==> src/rtl/ts_cc_tracker.sv <==
`default_nettype none
// ============================================================================
// Module   : ts_cc_tracker
// Brief    : Per-channel continuity-counter check plus packet/CC-error stats.
// Revision : 1.0 - initial release
// ============================================================================
module ts_cc_tracker #(
   parameter int CNT_W = 16
) (
   input  logic             clk,
   input  logic             rst,
   input  logic             i_check,
   input  logic [1:0]       i_ch,
   input  logic             i_afc0,
   input  logic [3:0]       i_cc,
   input  logic [1:0]       i_sel,
   output logic             o_cc_err,
   output logic [CNT_W-1:0] o_pkt_cnt,
   output logic [CNT_W-1:0] o_cc_err_cnt
);

   logic [3:0]       r_seen;
   logic [3:0]       r_last_cc [4];
   logic             r_cc_err;
   logic             r_hit;
   logic [1:0]       r_hit_ch;
   logic [CNT_W-1:0] w_pkt_cnt [4];
   logic [CNT_W-1:0] w_cc_cnt  [4];
   logic [3:0]       w_prev_cc;
   logic [3:0]       w_exp_cc;
   logic             w_mismatch;

   // Adaptation-only packets repeat the previous CC.
   assign w_prev_cc  = r_last_cc[i_ch];
   assign w_exp_cc   = i_afc0 ? w_prev_cc + 4'd1 : w_prev_cc;
   assign w_mismatch = i_check && r_seen[i_ch] && (i_cc != w_exp_cc);

   always_ff @(posedge clk) begin
      if (rst) begin
         r_seen   <= '0;
         r_cc_err <= 1'b0;
         r_hit    <= 1'b0;
         r_hit_ch <= '0;
         for (int k = 0; k < 4; k++) r_last_cc[k] <= '0;
      end else begin
         r_cc_err <= w_mismatch;
         r_hit    <= i_check;
         r_hit_ch <= i_ch;
         if (i_check) begin
            r_seen[i_ch]    <= 1'b1;
            r_last_cc[i_ch] <= i_cc;
         end
      end
   end

   genvar gi;
   generate
      for (gi = 0; gi < 4; gi++) begin : g_ch
         localparam logic [1:0] c_ch = 2'(gi);
         logic [CNT_W-1:0] r_pkt_cnt;
         logic [CNT_W-1:0] r_cc_cnt;

         always_ff @(posedge clk) begin
            if (rst) begin
               r_pkt_cnt <= '0;
               r_cc_cnt  <= '0;
            end else if (r_hit && (r_hit_ch == c_ch)) begin
               if (r_pkt_cnt != '1) r_pkt_cnt <= r_pkt_cnt + CNT_W'(1);
               if (r_cc_err && (r_cc_cnt != '1)) r_cc_cnt <= r_cc_cnt + CNT_W'(1);
            end
         end

         assign w_pkt_cnt[gi] = r_pkt_cnt;
         assign w_cc_cnt[gi]  = r_cc_cnt;
      end
   endgenerate

   assign o_cc_err     = r_cc_err;
   assign o_pkt_cnt    = w_pkt_cnt[i_sel];
   assign o_cc_err_cnt = w_cc_cnt[i_sel];

endmodule
`default_nettype wire

==> config.mk <==
export PLATFORM = sky130hd
export DESIGN_NAME = ts_cc_tracker
export DESIGN_NICKNAME = d
export VERILOG_FILES = /design/src/rtl/ts_cc_tracker.sv
export SDC_FILE = /design/constraint.sdc
export NUM_CORES = 1
export LEC_CHECK = 0
export BUFFER_PORTS_ARGS = -buffer_cell sky130_fd_sc_hd__buf_2
export CORE_MARGIN = 8
export CORE_UTILIZATION = 60
export CTS_BUF_LIST = sky130_fd_sc_hd__clkbuf_4
export DETAILED_ROUTE_END_ITERATION = 10
export PLACE_DENSITY = 0.79
export SETUP_SLACK_MARGIN = 0.05
export SLEW_MARGIN = 0
export SYNTH_ARGS = -nofsm -noshare
export SYNTH_HDL_FRONTEND = slang
export SYNTH_SLANG_ARGS = --single-unit
==> constraint.sdc <==
create_clock -name clk -period 2.25 [get_ports clk]
set_clock_uncertainty 0.15 [all_clocks]
set_input_delay 0.45 -clock clk [delete_from_list [all_inputs] [get_ports clk]]
set_output_delay 0.45 -clock clk [all_outputs]
set_load 0.05 [all_outputs]
# --- Yosys cells after proc, flatten, opt, wreduce, memory -nomap -nowiden ---
# Memory sizes are Yosys's and may differ from the RTL's.
# Cells that the tools add are included.
classes:
  add_sub_neg: 9
  magnitude_cmp: 3
  n_eq_ne: 12
  mux: 19
  n_bitwise: 2
  reduce_logical: 21
op_table:
  columns: ["cell", "n"]
  rows:
  - ["$add A16 B1 Y16 const B", 8]
  - ["$ne A16 B16 Y1 const B", 8]
  - ["$bmux W16 S2", 2]
  - ["$mux W16", 4]
  - ["$reduce_and A2 Y1", 8]
  - ["$logic_and A1 B1 Y1", 11]
  - ["$mux W1", 8]
  - ["$mux W4", 2]
  - ["$add A4 B1 Y4 const B", 1]
  - ["$eq A2 B2 Y1 const B", 2]
  - ["$ne A4 B4 Y1", 1]
  - ["$or A4 B4 Y4", 1]
  - ["$reduce_or A4 Y1", 1]
  - ["$ge A3 B3 Y1 const B", 1]
  - ["$lt A2 B3 Y1 const B", 1]
  - ["$not A2 Y3", 1]
  - ["$bmux W1 S2", 1]
  - ["$demux W1 S2", 1]
  - ["$eq A2 B1 Y1 const B", 1]
  - ["$ge A2 B1 Y1 const B", 1]
  - ["$logic_not A2 Y1", 1]
  - ["$mux W2", 1]
totals:
  register_bits: 136
  mem_bits_rw: 16
  in_bits: 12
  memories: 1
memory_table:
  columns: ["name", "depth", "word_bits", "read_ports", "rd_ports_with_merged_regs", "wr", "line", "rtl"]
  rows:
  - ["r_last_cc", 4, 4, 1, 0, 4, "23", "logic [3:0] r_last_cc [4];"]

# --- Logic depth before layout (Yosys ltp) ---
logic_depth:
  ltp_word: 5
  depth_mapped: 7
  ltp_nobuf: 6

# --- Worst setup path after synthesis ---
# Ideal clock, no wire load.
synth_timing:
  path_type: "in2out"
  startpoint: "input port i_sel[0]"
  endpoint: "output port o_cc_err_cnt[11]"
  arrival_time_ps: 1796
  slack_ps: -146
  cell_stages: 3
  cell_sequence: "clkbuf_1 -> buf_1 -> mux4_2"
synth_via:
  elab_chain_cells: 4
synth_lines:
  columns: ["element", "line", "rtl"]
  rows:
  - ["start, declared", "16", "input logic [1:0] i_sel,"]
  - ["$not A2 Y3 (not written as such)", "80", "assign o_cc_err_cnt = w_cc_cnt[i_sel];"]
  - ["$bmux W16 S2", "80", null]
  - ["$mux W16 (not written as such) (2 in a row)", "80", null]
  - ["end, declared", "19", "output logic [CNT_W-1:0] o_cc_err_cnt"]
# No other way between the ends. The select of a mux whose other input is x is not followed.

# --- Final worst setup path ---
layout_timing:
  startpoint: "register g_ch[3].r_pkt_cnt[14]"
  endpoint: "output port o_pkt_cnt[14]"
layout_via:
  elab_chain_cells: 3
layout_lines:
  columns: ["element", "line", "rtl"]
  rows:
  - ["start, declared", "60", "logic [CNT_W-1:0] r_pkt_cnt;"]
  - ["start signal, assigned", "68", "if (r_pkt_cnt != '1) r_pkt_cnt <= r_pkt_cnt + CNT_W'(1);"]
  - ["$bmux W16 S2", "79", "assign o_pkt_cnt = w_pkt_cnt[i_sel];"]
  - ["$mux W16 (not written as such) (2 in a row)", "79", null]
  - ["end, declared", "18", "output logic [CNT_W-1:0] o_pkt_cnt,"]
# No other way between the ends. The select of a mux whose other input is x is not followed.

==> impl_metrics.csv <==
group,metric,value,unit
global_routing,globalRouteOverflowTotal,0,
place,dp.final_hpwl,14.6,mm
critical_path,cp.required,1650,ps
sta,slew_violations,0,
routing,wl,22.4,mm
power_and_ir_drop,p_leak,0.00369,µW
yosys,ys_ff_latch,152,
critical_path,max_stage_delay,510,ps
critical_path,startpoint_type,"flip-flop",
clock_network,cts_buffers,17,
global_routing,top_usage_layer,"met2",
layout,area_delta_synth_final,24.5,%
routing,ant_nets,0,
yosys,synth_edf_count,16,
critical_path,cp_cell_sequence,"mux4_2 -> buf_6",
sta,max_freq,455,MHz
global_routing,grt_pass1_wl,34.8,mm
layout,antenna_cells,0,
place,portBuffers,44,
die,die_x,133,µm
sta,post-route-min-period,2200,ps
sta,setup_viol,0,
routing,drt_iter0_drc,735,
critical_path,crit_type,"reg -> out",
die,dieArea,0.0177,mm²
routing,vias,7261,
clock_network,root_buffer,"clkbuf_4",
clock_network,clock_latency,550,ps
routing,routed_via_density,6.18,
power_and_ir_drop,ir_worst_vdd,506,µV
critical_path,critPathArrivalTime,1600,ps
sta,hold_viol,0,
critical_path,cp-end-kind,"primary output",
yosys,synth_area_leaders,"dfxtp_1 (33%), mux4_2 (10%), xnor2_1 (7.8%)",
global_routing,gr-usage-met2,41.8,%
sta,setup_tns,0,ps
routing,wl_per_cell,19.1,µm
global_routing,grt_max_degree,58,
place,gp_congestion,0.891,
layout,nets,1006,
die,die_h,133,µm
hold_path,hp-class,"in -> reg",
power_and_ir_drop,pwr-share-clk,38.8,%
power_and_ir_drop,cellPowerDensity,479,mW/mm²
power_and_ir_drop,power.total,4900,µW
global_routing,antenna_found_initial,0,
die,coreArea,0.0133,mm²
clock_network,clock_path_buffers,2,
sta,tightest_slew,600,ps
yosys,syn_inst,861,
yosys,avgSynthCellArea,9.55,µm²
die,rows,42,
yosys,seq_area_frac_synth,39.0,%
yosys,syn_area,0.00822,mm²
global_routing,grt_pass1_vias,6832,
die,ios,45,
clock_network,cts_sinks,152,
clock_network,cts_htree_levels,4,
yosys,synth.distinct_cells,58,
flow_run,cap_violations,0,
die,start_util,61.8,%
yosys,synth_top_cell_by_area,"dfxtp_1",
layout,drive_gt1_share,36.4,%
yosys,synth_commonest_cells,"nor2_1 (141), dfxtp_1 (136), xnor2_1 (73)",
global_routing,grtUsageTotal,24.3,%
sta,rsz0062_at_grt,"yes",
global_routing,grt.met1_usage,28.9,%
yosys,syn_nets,882,
power_and_ir_drop,swShare,24.4,%
yosys,postSynth.asyncResetShare,0,%
yosys,ys_warn_count,0,
clock_network,tritoncts,"built",
critical_path,worstPathMaxFanout,4,
outcome,status,"finished clean",
power_and_ir_drop,p_switching,1200,µW
yosys,synth_ff_type,"dfxtp_1",
yosys,yosysMostFrequentCell,"nor2_1",
routing,route.detailed.drc,0,
clock_network,clkSlewWorstSetupHoldPaths,140,ps
yosys,synth_top_area_share,33.1,%
power_and_ir_drop,p_comb_share,5.7,%
sta,relSlewSlack,59.6,%
power_and_ir_drop,intPower,3700,µW
critical_path,cp_slowest_cell,"mux4_2",
routing,dr.pass1.iters,5,
power_and_ir_drop,seq_power_share,55.4,%
global_routing,grt_util_met3,5.72,%
sta,fin_crit_sh,97.7,%
==> state kept, by name (all words and copies together) (netlist names) <==
register and count:
r_last_cc 16, g_ch.r_cc_cnt 64, r_hit_ch 2, o_cc_err 1, g_ch.r_pkt_cnt 64, r_seen 4, r_hit 1
==> cells by family after synthesis <==
logic type | share of synthesized area (%)
adders and majority gates | 1.37
and+or+nand+nor | 24.0
DFF | 39.0
buffers and inverters | 3.59
muxes | 11.8
xor gates and xnor gates | 11.3
AOI/OAI and AO/OA | 8.98
==> final cells by class <==
class	count	area, µm²
Timing Repair Buffer	149	1340
Multi-Input combinational cell	642	4760
Inverter	23	86.3
Clock inverter	15	203
Tap cell	176	220
Clock buffer	17	128
Fill cell	832	3060
Sequential cell	152	3500
==> critical path: cells and delay by family, from the launching register on <==
kind	cells	cell delay, ps
mux	1	510
flops	1	370
buf+inv	1	180
==> stage by stage <==
step                      hold WS [ps]  cell area (µm²)  util [%]  setup slack (ps)  cells
after CTS                         53.2             9880      74.3              29.2   1145
after global placement             301             8770      66.0              57.9   1073
after global routing              53.6            10200      77.0             -28.7   1174
final                             90.6            10200      77.0              52.8   1174
after detailed placement           304             8770      66.0              17.0   1073
after floorplan                    282             8220         -             -12.5    861
==> power by group through the flow <==
stage                     clock [µW]  sequential (µW)  combinational [µW]
after floorplan                    0             2840                 200
after global placement             0             2850                 262
after detailed placement           0             2850                 268
after CTS                       1920             2750                 272
after global routing            2040             2720                 302
final                           1900             2720                 281
==> placed cells by master, fill, tap and decap left out, types with 5 or more instances in the layout <==
cell type,n
nor2_1,141
buf_4,102
xnor2_1,73
dfxtp_4,61
dfxtp_2,55
nand2_1,40
mux4_2,37
nand3_1,36
xor2_1,33
nor3_1,26
and4_1,24
inv_1,23
nand4_1,23
buf_8,22
a21oi_1,21
dfxtp_1,20
and3_1,19
clkbuf_4,17
edfxtp_1,16
a211oi_1,15
o21ai_0,13
o211ai_1,13
buf_2,11
or3_1,10
mux2i_1,10
o2111ai_1,10
buf_6,10
nor4_1,9
ha_1,9
a31oi_1,7
nor2b_1,6
nor3b_1,5
and2_1,5
==> final timing paths <==
path	from	end	slack (ps)	cells after the start
min	rst	r_hit_ch[0]$_SDFF_PP0_	90	2
max	g_ch[3].r_pkt_cnt[14]$_SDFFE_PP0P_	o_pkt_cnt[14]	50	2
max reg2reg	g_ch[1].r_pkt_cnt[7]$_SDFFE_PP0P_	g_ch[1].r_pkt_cnt[15]$_SDFFE_PP0P_	200	7
min reg2reg	r_seen[3]$_SDFFE_PP0P_	r_seen[3]$_SDFFE_PP0P_	340	2
==> what timing repair did <==
item | CTS | global route
hold buffers | 0 | 0
cloned | 0 | 0
pin swaps | 0 | 1
setup buffers | 45 | 29
gates resized for setup | 221 | 48
endpoints found under the setup margin | 32 | 40
==> routing by layer <==
layer,up-vias,share of wire (%)
met3,66,6.6
met4,0,4.0
met1,3481,40
met2,321,49
li1,3393,-
met5,-,0
No activity file was read; power rests on OpenSTA's default activity.
